## config.mk

```make
export PLATFORM = sky130hd
export DESIGN_NAME = weight_row_sequencer
export DESIGN_NICKNAME = d
export VERILOG_FILES = /design/src/rtl/weight_row_sequencer_pkg.sv /design/src/rtl/weight_row_sequencer.sv
export SDC_FILE = /design/constraint.sdc
export NUM_CORES = 1
export LEC_CHECK = 0
export BUFFER_PORTS_ARGS = -buffer_cell sky130_fd_sc_hd__buf_2
export CELL_PAD_IN_SITES_DETAIL_PLACEMENT = 0
export CELL_PAD_IN_SITES_GLOBAL_PLACEMENT = 1
export CORE_UTILIZATION = 32
export DETAILED_ROUTE_END_ITERATION = 6
export PLACE_DENSITY_LB_ADDON = 0.1
export SETUP_SLACK_MARGIN = 0.1
export SLEW_MARGIN = 0
export SYNTH_ARGS = -nofsm -noshare
export SYNTH_HDL_FRONTEND = slang
export SYNTH_SLANG_ARGS = --single-unit
```

## constraint.sdc

```tcl
create_clock -name clk -period 1.6 [get_ports clk]
set_clock_uncertainty 0.2 [all_clocks]
set_input_delay 0.24 -clock clk [delete_from_list [all_inputs] [get_ports clk]]
set_output_delay 0.24 -clock clk [all_outputs]
set_load 0.005 [all_outputs]
```

## src/rtl/weight_row_sequencer_pkg.sv

```systemverilog
// Shared definitions for the systolic-array weight-load path.
//
// Holds the sequencer state encoding and the default array geometry that the
// row sequencer, the one-hot row decoder and the PE array all agree on.
package weight_row_sequencer_pkg;

    // Default array geometry shared with the decoder and PE array
    localparam int WRS_ROWS   = 8;
    localparam int WRS_COLS   = 8;
    localparam int WRS_DATA_W = 8;

    // Width of one packed weight row at the default geometry
    localparam int ROW_W = WRS_COLS * WRS_DATA_W;

    // Sequencer states, fixed 2-bit encoding so existing netlists can decode them
    typedef enum logic [1:0] {
        IDLE = 2'd0,
        LOAD = 2'd1,
        DONE = 2'd2
    } wrs_state_e;

endpackage

```

## src/rtl/weight_row_sequencer.sv

```systemverilog
// Weight row sequencer.
//
// Accepts a burst of ROWS weight rows over a valid/ready stream, one row per
// beat, and replays each accepted row one cycle later as row_data together
// with its binary row index and a write strobe. The parent feeds row_idx into
// the one-hot row decoder and ANDs the decoder output with row_we, so exactly
// one PE row latches weights per accepted beat.
//
// Ports:
//   clk       system clock, rising edge
//   rst_n     asynchronous active-low reset
//   start     one-cycle request to begin a ROWS-row load (honoured in IDLE only)
//   abort     synchronous cancel of an in-progress load
//   in_valid  upstream row beat valid
//   in_ready  sequencer can accept a beat (LOAD and no abort)
//   in_data   packed weight row, PE0 in the LSBs
//   row_idx   target row index for the decoder
//   row_we    write strobe qualifying the decoder output
//   row_data  registered copy of the accepted row
//   busy      high while loading
//   done      one-cycle pulse coincident with the final row write
module weight_row_sequencer
    import weight_row_sequencer_pkg::*;
#(
    parameter int ROWS   = WRS_ROWS,
    parameter int COLS   = WRS_COLS,
    parameter int DATA_W = WRS_DATA_W,
    parameter int IDX_W  = $clog2(ROWS)
) (
    input  logic                     clk,
    input  logic                     rst_n,
    input  logic                     start,
    input  logic                     abort,
    input  logic                     in_valid,
    output logic                     in_ready,
    input  logic [COLS*DATA_W-1:0]   in_data,
    output logic [IDX_W-1:0]         row_idx,
    output logic                     row_we,
    output logic [COLS*DATA_W-1:0]   row_data,
    output logic                     busy,
    output logic                     done
);

    // Index of the final row; the counter stops here, so row_idx never
    // reaches an unused decoder output when ROWS is not a power of two.
    localparam logic [IDX_W-1:0] LAST_ROW = IDX_W'(ROWS - 1);

    wrs_state_e       state;
    logic [IDX_W-1:0] cnt;
    logic             accept;

    // Handshake and status decode straight from the state register. abort
    // kills in_ready in the same cycle so the aborted beat is never taken.
    assign in_ready = (state == LOAD) && !abort;
    assign busy     = (state == LOAD);
    assign done     = (state == DONE);
    assign accept   = in_valid && in_ready;

    // Sequencer FSM, row counter and output registers. row_we is a one-cycle
    // strobe: it defaults low and is only raised on the edge that accepts a
    // beat, while row_idx/row_data hold their last values between accepts.
    always_ff @(posedge clk or negedge rst_n) begin
        if (!rst_n) begin
            state    <= IDLE;
            cnt      <= '0;
            row_idx  <= '0;
            row_we   <= 1'b0;
            row_data <= '0;
        end else begin
            row_we <= 1'b0;
            case (state)
                IDLE: begin
                    if (start) begin
                        state <= LOAD;
                        cnt   <= '0;
                    end
                end
                LOAD: begin
                    if (abort) begin
                        state <= IDLE;
                        cnt   <= '0;
                    end else if (accept) begin
                        row_data <= in_data;
                        row_idx  <= cnt;
                        row_we   <= 1'b1;
                        if (cnt == LAST_ROW) begin
                            state <= DONE;
                        end else begin
                            cnt <= cnt + 1'b1;
                        end
                    end
                end
                DONE: begin
                    state <= IDLE;
                    cnt   <= '0;
                end
                default: begin
                    state <= IDLE;
                    cnt   <= '0;
                end
            endcase
        end
    end

endmodule

```

==> results of run 1 <==
[synth_stat cells, drive strengths merged]
cell type and instances:
ha 2, a31o 1, nor2b 4, and3 1, mux2i 1, o22ai 1, a32o 2, inv 1
a21oi 1, and4bb 1, nand2b 1, mux2 67, dfrtp 73, nor2 2, nor3b 1, buf 8
[sequential cells by signal, indices dropped and copies added, names as in the netlist]
signal / cells
cnt: 3
row_data: 64
row_idx: 3
row_we: 1
state: 2
[final cells by class]
| class | count | area [um2] |
|---|---|---|
| Timing Repair Buffer | 220 | 1536 |
| Sequential cell | 73 | 1827 |
| Inverter | 1 | 3.754 |
| Tap cell | 105 | 131.4 |
| Clock buffer | 10 | 137.6 |
| Clock inverter | 5 | 127.6 |
| Multi-Input combinational cell | 85 | 974.7 |
| Fill cell | 702 | 3643 |
[worst register-to-register path, delay by kind of cell, from the launching register on]
kind | cells | cell delay [ns]
simple gates | 1 | 0.28
mux | 1 | 0.39
buf+inv | 2 | 0.33
flops | 1 | 0.36
[cells by family after synthesis]
family | after synthesis | synth area share (%)
buffers and inverters | 9 | 3.319
AO/OA/AOI/OAI | 5 | 1.416
adder cells (fa/ha/maj) | 2 | 0.8848
AND/OR/NAND/NOR | 10 | 2.744
flip-flops | 73 | 64.60
multiplexers | 68 | 27.04
[metal layers]
layer	track usage, %	part of all wire [%]	up-vias
met3	4.107	6.4	9
li1	-	-	1034
met5	0	0	-
met4	7.338	1.6	0
met2	25.71	51	80
met1	18.54	41	1053
[through the flow]
stage	std cells	area, um2	total power, mW	setup slack, ns	TNS (ns)
global route	499	4738	5.878	-0.1177	-6.044
detailed placement	412	3695	3.518	-0.06249	-2.585
global placement	412	3695	3.500	-0.03859	-2.139
finish	499	4738	5.557	-0.06944	-2.603
floorplan	167	2846	2.922	0.04871	0
CTS	499	4711	5.612	-0.07425	-3.071
[what timing repair did]
action | CTS | global route
buffers inserted | 5 | 0
hold endpoints to repair | 139 | 0
hold buffers | 67 | 0
pin swaps | 2 | 1
setup endpoints to repair | 73 | 74
resized for setup | 10 | 8
[worst paths after layout]
check	cells past startpoint	endpoint	slack, ns	from
setup / recovery	4	row_data[41]$_DFFE_PN0P_	-0.07	state[0]$_DFFE_PN0P_
hold / removal	4	state[0]$_DFFE_PN0P_	0.12	in_valid
setup reg to reg	4	row_data[41]$_DFFE_PN0P_	-0.07	state[0]$_DFFE_PN0P_
hold reg to reg	1	row_data[33]$_DFFE_PN0P_	0.30	row_data[33]$_DFFE_PN0P_
max in group asynchronous	3	state[0]$_DFFE_PN0P_	0.61	rst_n
min in group asynchronous	3	row_data[22]$_DFFE_PN0P_	0.24	rst_n
[power breakdown]
group | leakage (nW) | internal, mW | switching [mW] | total (mW)
Combinational | 1.29 | 0.799 | 0.448 | 1.25
Clock | 0.129 | 1.23 | 0.671 | 1.90
Sequential | 0.879 | 2.23 | 0.176 | 2.41
Total | 2.29 | 4.26 | 1.30 | 5.56
==> impl_metrics.csv, run 1 <==
group,metric,value,unit
route,postRouteAntennaNets,0,
logic_synthesis,synthCells,167,
timing,finalCritPeriodShare,104.3,%
critical_path,max_stage_delay,0.37,ns
critical_path,cp.arrival,1.69,ns
critical_path,crit_required,1.62,ns
critical_path,worstSetupStartpointType,"flip-flop",
finish,final_nets,461,
logic_synthesis,ys_seq_area_share,64.60,%
finish,drive_above_1_share,62.69,%
logic_synthesis,synth_largest_area_cell,"dfrtp_1",
logic_synthesis,netlist-cell-type-count,17,
global_route,grt_max_degree,74,
run_status,violations,"negative setup slack",
route,drcViolationCount,0,
route,wl_per_cell,13.77,um
logic_synthesis,syn_nets,238,
critical_path,critPathKind,"flip-flop to flip-flop",
global_route,grt_pass1_vias,2212,
global_route,grt_pass1_wl,10.61,mm
clocking,h-tree-depth,3,
timing,max_slew_margin,73.13,%
timing,setup_viol_count_final,67,
floorplanning,fp.dieW,96.01,um
floorplanning,coreArea,8382,um2
placement,gp_congestion,0.7095,
floorplanning,fp.dieArea,9217,um2
critical_path,critical-path-top-delay-family,"multiplexers",
clocking,path_clk_slew,0.07,ns
power,ir_worst_vdd,0.0005281,V
power,leakage,2.293,nW
critical_path,crit_fanout,36,
clocking,cts_root_buffer,"clkbuf_8",
logic_synthesis,synth_top_area_share,64.60,%
placement,numPortBuffers,139,
run_status,outcome,"complete, but fails checks",
critical_path,slowest_stage,"mux2_2",
clocking,cts.path.max_buffers,2,
logic_synthesis,ys_ff_latch,73,
route,drt_iter0_drc,34,
timing,tightest_slew,0.4031,ns
timing,finalHoldViolCount,0,
critical_path,crit_chain,"buf_4 -> and4bb_4 -> buf_12 -> mux2_2",
timing,holdWs,0.1244,ns
timing,finalMaxSlewViolations,0,
floorplanning,io_pins,140,
finish,area_growth_syn_to_layout,67.57,%
finish,final_util,56.53,%
timing,rsz0062_at_grt,"yes",
finish,diodes,0,
logic_synthesis,netlist_area,2828,um2
route,vias,2176,
critical_path,crit_buf_inv,2,
clocking,clock-sinks,73,
timing,min_period,1.669,ns
route,routed_wl,6.869,mm
run,drv_cap,0,
floorplanning,num_rows,33,
route,first_pass_iters,3,
critical_path,endpoint_kind,"flip-flop",
global_route,grt_antenna_before_repair,0,
placement,hpwlAfterDp,4.086,mm
floorplanning,start_util,33.74,%
clocking,insertion_delay,0.33,ns
floorplanning,die_h,96.01,um
global_route,grt_use_total,15.45,%
finish,final_cell_mix,"137 x buf_2, 73 x dfrtp_1, 67 x dlygate4sd3_1, 62 x mux2_2, 10 x clkbuf_8",
power,p_per_area,1173,nW/um2
global_route,grt_overflow,0,
logic_synthesis,yosys_warnings,0,
clocking,cts_tree,"yes",
clocking,cts_made_buffers,9,
logic_synthesis,synth_area_per_cell,16.93,um2
logic_synthesis,synthTopCellsByArea,"dfrtp_1 65%, mux2_2 27%, buf_6 3.2%",
finish,final_common_cell,"buf_2",
route,routed_via_density,4.361,
timing,max_freq,0.5990,GHz
timing,worst_slack,-0.06944,ns
min_path,hp-class,"input port to flip-flop",
Power figures use the tool's default switching activity.
==> inputs of run 2 (changes only) <==
--- a/config.mk
+++ b/config.mk
@@ -13,5 +13,4 @@
 export PLACE_DENSITY_LB_ADDON = 0.1
 export SETUP_SLACK_MARGIN = 0.1
-export SLEW_MARGIN = 0
 export SYNTH_ARGS = -nofsm -noshare
 export SYNTH_HDL_FRONTEND = slang
==> constraint.sdc (replaced) <==
create_clock -name clk -period 1.6 [get_ports clk]
set_clock_uncertainty 0.2 [all_clocks]
set_input_delay 0.08 -clock clk [delete_from_list [all_inputs] [get_ports clk]]
set_output_delay 0.08 -clock clk [all_outputs]
set_load 0.005 [all_outputs]
==> impl_metrics.csv, run 2 (synthesized netlist as in run 1, its figures left out) <==
group,metric,value,unit
timing,rsz0062_at_grt,"yes",
timing,max_slew_margin,73.06,%
critical_path,critPathKind,"flip-flop to primary output",
timing,finalSetupTns,-1.088,ns
placement,hpwlAfterDp,4.139,mm
floorplanning,coreArea,8382,um2
finish,area_growth_syn_to_layout,67.74,%
global_route,grt_use_total,15.15,%
clocking,clock-sinks,73,
critical_path,slowest_stage,"dfrtp_1",
route,first_pass_iters,4,
finish,final_cell_mix,"138 x buf_2, 73 x dfrtp_1, 68 x dlygate4sd3_1, 65 x mux2_2, 10 x clkbuf_8",
critical_path,crit_buf_inv,3,
route,routed_via_density,4.345,
run,drv_cap,0,
critical_path,r2r_slack,-0.05,ns
critical_path,crit_chain,"buf_4 -> buf_6 -> nor2b_4 -> nor2b_4 -> buf_2",
timing,finalCritPeriodShare,103.4,%
timing,holdWs,0.08533,ns
run_status,outcome,"complete, but fails checks",
clocking,h-tree-depth,3,
critical_path,worstSetupStartpointType,"flip-flop",
placement,numPortBuffers,139,
global_route,grt_overflow,0,
power,power,5.697,mW
global_route,grt_pass1_vias,2247,
finish,largest_register_ffs,64,
route,wl_per_cell,13.57,um
power,leakage,2.296,nW
clocking,cts_tree,"yes",
finish,diodes,0,
finish,final_cell_area,4743,um2
finish,fin_cells,499,
critical_path,crit_fanout,3,
clocking,path_clk_slew,0.08,ns
run_status,violations,"negative setup slack",
floorplanning,num_rows,33,
floorplanning,io_pins,140,
global_route,grt_antenna_before_repair,0,
finish,final_nets,460,
clocking,insertion_delay,0.33,ns
timing,finalMaxSlewViolations,0,
critical_path,crit_top_cell,"nor2b_4",
floorplanning,fp.dieArea,9217,um2
global_route,grt_pass1_wl,10.29,mm
route,vias,2168,
critical_path,critical-path-top-delay-family,"flip-flops",
route,drt_iter0_drc,44,
finish,top_regs,"row_data: 64 flops, cnt: 3 flops, row_idx: 3 flops",
timing,max_freq,0.6044,GHz
timing,tightest_slew,0.4041,ns
floorplanning,start_util,33.74,%
critical_path,cp.arrival,1.37,ns
critical_path,max_stage_delay,0.38,ns
critical_path,crit_required,1.32,ns
clocking,cts_root_buffer,"clkbuf_8",
clocking,cts_made_buffers,9,
floorplanning,fp.dieW,96.01,um
finish,top_register,"row_data",
min_path,hp-class,"input port to async pin",
floorplanning,die_h,96.01,um
power,p_per_area,1201,nW/um2
placement,dp.cells,412,
power,ir_worst_vdd,0.0005721,V
finish,drive_above_1_share,61.93,%
route,routed_wl,6.772,mm
critical_path,endpoint_kind,"primary output",
finish,final_common_cell,"buf_2",
timing,worst_slack,-0.05450,ns
placement,post_dp_cell_area,3695,um2
timing,setup_viol_count_final,40,
clocking,cts.path.max_buffers,2,
timing,min_period,1.654,ns
route,drcViolationCount,0,
route,postRouteAntennaNets,0,
placement,gp_congestion,0.6855,
timing,finalHoldViolCount,0,
global_route,grt_max_degree,74,
[run 2: worst min-delay path, delay by kind of cell]
family	cells	cell delay [ns]
buf+inv	3	0.95
[run 2: final timing paths]
kind                       cells past startpoint                      from                        to
max                                            5      state[1]$_DFFE_PN0P_                  in_ready
min                                            3                     rst_n   row_data[6]$_DFFE_PN0P_
max reg2reg                                    3      state[1]$_DFFE_PN0P_   row_data[1]$_DFFE_PN0P_
min reg2reg                                    1  row_data[49]$_DFFE_PN0P_  row_data[49]$_DFFE_PN0P_
max in group asynchronous                      3                     rst_n  row_data[50]$_DFFE_PN0P_
min in group clk                               4                     abort        cnt[2]$_DFFE_PN0P_
[run 2: metrics by stage]
stage	util, %	worst slack [ns]
3_3_place_gp	44.08	-0.01806
6_report	56.59	-0.05450
4_1_cts	55.74	-0.05075
3_5_place_dp	44.08	-0.03250
5_1_grt	56.59	-0.09442
2_1_floorplan	-	0.04871
[run 2: per-layer routing]
metal | GRT usage [%] | up-vias | wire length (um)
met4 | 6.468 | 0 | 65
met2 | 25.41 | 83 | 3402
li1 | - | 1036 | -
met3 | 5.766 | 5 | 478
met5 | 0 | - | 0
met1 | 17.17 | 1044 | 2824
[run 2: cell type report]
cell class / count / area [um2]
clock buffer: 11 / 141.4
clock inverter: 5 / 150.1
fill: 699 / 3638
inverter: 1 / 6.256
multi-input combinational: 85 / 965.9
sequential: 73 / 1827
tap: 105 / 131.4
timing repair buffer: 219 / 1521
[run 2: power by group]
group	leakage (nW)	switching [mW]	internal, mW
Clock	0.144	0.676	1.40
Combinational	1.27	0.438	0.777
Sequential	0.879	0.177	2.23
[run 2: what timing repair did]
item | 4_1_cts | 5_1_grt
hold buffers | 67 | 1
endpoints found under the setup margin | 71 | 73
gates cloned | 0 | 0
gates resized for setup | 4 | 11
hold endpoints to repair | 141 | 2
setup buffers | 0 | 3
pin swaps | 3 | 1
==> inputs of run 3 (changes only) <==
==> constraint.sdc (replaced) <==
create_clock -name clk -period 1.6 [get_ports clk]
set_clock_uncertainty 0.2 [all_clocks]
set_input_delay 0.16 -clock clk [delete_from_list [all_inputs] [get_ports clk]]
set_output_delay 0.16 -clock clk [all_outputs]
set_load 0.005 [all_outputs]
==> impl_metrics.csv, run 3 (synthesized netlist as in run 1, its figures left out) <==
group,metric,value,unit
run_status,outcome,"complete, but fails checks",
run_status,violations,"negative setup slack",
timing,finalSetupTns,-0.1652,ns
global_route,grt_pass1_wl,10.57,mm
critical_path,cp.arrival,1.63,ns
timing,finalMaxSlewViolations,0,
placement,numPortBuffers,139,
timing,tightest_slew,0.2581,ns
clocking,cts_tree,"yes",
clocking,h-tree-depth,3,
global_route,grt_overflow,0,
timing,max_freq,0.6193,GHz
power,p_per_area,1142,nW/um2
timing,setup_viol_count_final,26,
finish,top_regs,"row_data: 64 flops, cnt: 3 flops, row_idx: 3 flops",
clocking,cts.path.max_buffers,2,
floorplanning,io_pins,140,
global_route,grt_antenna_before_repair,0,
finish,area_growth_syn_to_layout,66.90,%
run,drv_cap,0,
power,power,5.388,mW
min_path,hp-class,"input port to async pin",
critical_path,max_stage_delay,0.37,ns
finish,final_common_cell,"buf_2",
route,drcViolationCount,0,
floorplanning,fp.dieArea,9217,um2
route,vias,2198,
floorplanning,coreArea,8382,um2
finish,drive_above_1_share,62.28,%
finish,top_register,"row_data",
route,wl_per_cell,13.34,um
timing,finalHoldViolCount,0,
critical_path,crit_chain,"and4bb_4 -> buf_12 -> mux2_2",
placement,gp_congestion,0.6868,
critical_path,critPathKind,"flip-flop to flip-flop",
power,leakage,2.286,nW
floorplanning,fp.dieW,96.01,um
route,postRouteAntennaNets,0,
clocking,clock-sinks,73,
critical_path,slowest_stage,"dfrtp_1",
clocking,cts_root_buffer,"clkbuf_8",
timing,rsz0062_at_grt,"yes",
global_route,grt_pass1_vias,2263,
route,routed_via_density,4.396,
route,first_pass_iters,4,
critical_path,crit_required,1.62,ns
finish,diodes,0,
clocking,cts_made_buffers,9,
finish,largest_register_ffs,64,
timing,max_slew_margin,82.79,%
global_route,grt_max_degree,40,
finish,final_cell_mix,"138 x buf_2, 73 x dfrtp_1, 67 x dlygate4sd3_1, 63 x mux2_2, 10 x clkbuf_8",
finish,final_nets,461,
timing,min_period,1.615,ns
critical_path,worstSetupStartpointType,"flip-flop",
critical_path,endpoint_kind,"flip-flop",
placement,hpwlAfterDp,4.348,mm
timing,worst_slack,-0.01462,ns
route,drt_iter0_drc,29,
critical_path,crit_fanout,33,
global_route,grt_use_total,15.39,%
power,ir_worst_vdd,0.0005085,V
floorplanning,num_rows,33,
floorplanning,die_h,96.01,um
floorplanning,start_util,33.74,%
route,routed_wl,6.669,mm
clocking,path_clk_slew,0.08,ns
clocking,insertion_delay,0.33,ns
timing,finalCritPeriodShare,100.9,%
run 3: cell types whose count changed in the layout (fill, tap and decap cells not counted):
cell | previous run | this run
clkinv_2 | 0 | 1
buf_8 | 0 | 1
buf_6 | 4 | 3
buf_4 | 6 | 8
o22ai_2 | 1 | 0
mux2_2 | 65 | 63
dlygate4sd3_1 | 68 | 67
bufinv_16 | 5 | 3
clkinvlp_4 | 0 | 1
o22ai_4 | 0 | 1
mux2_4 | 2 | 4
run 3: through the flow:
stage	instances	setup WS, ns	hold slack [ns]	cell area (um2)	utilization, %
after global placement	414	-0.01244	-0.1449	3710	44.26
after CTS	498	-0.03168	0.02742	4666	55.67
after floorplan	167	0.04871	-0.3356	2846	-
final	500	-0.01462	0.03858	4720	56.31
after global routing	500	-0.06837	0.05557	4720	56.31
after detailed placement	414	-0.03167	-0.1433	3710	44.26
run 3: critical path, delay by kind of cell, from the launching register on:
family / cells / cell delay, ns
and+or+nand+nor: 1 / 0.35
DFF: 1 / 0.37
buffers and inverters: 1 / 0.21
muxes: 1 / 0.35
run 3: cell type report:
class	count	area, um2
clock buffer	11	141.4
timing repair buffer	220	1530
fill	707	3662
tap	105	131.4
clock inverter	5	102.6
inverter	1	6.256
sequential	73	1827
multi-input combinational	85	980.9
run 3: what timing repair did:
action | in CTS | in global routing
hold buffers | 67 | 0
endpoints found under the hold margin | 139 | 0
setup buffers | 1 | 2
setup endpoints to repair | 73 | 74
gates resized for setup | 9 | 9
pin swaps | 3 | 4
run 3: worst paths after layout:
kind	from	to	slack, ns	cells after the start
max	state[1]$_DFFE_PN0P_	row_data[2]$_DFFE_PN0P_	-0.01	3
max in group asynchronous	rst_n	row_data[61]$_DFFE_PN0P_	0.65	3
min reg2reg	row_idx[2]$_DFFE_PN0P_	row_idx[2]$_DFFE_PN0P_	0.30	1
min in group clk	abort	state[1]$_DFFE_PN0P_	0.09	4
max reg2reg	state[1]$_DFFE_PN0P_	row_data[2]$_DFFE_PN0P_	-0.01	3
min	rst_n	row_data[49]$_DFFE_PN0P_	0.04	2
run 3: metal layers:
| metal | global-route usage [%] | routed length [um] |
|---|---|---|
| met5 | 0 | 0 |
| met1 | 18.00 | 2813 |
| met2 | 25.35 | 3245 |
| met3 | 4.976 | 456 |
| met4 | 7.587 | 154 |
run 3: where the power goes:
group	total (mW)	switching, mW	internal (mW)
clock	1.74	0.668	1.08
sequential	2.41	0.177	2.23
combinational	1.23	0.441	0.792
total	5.39	1.29	4.10
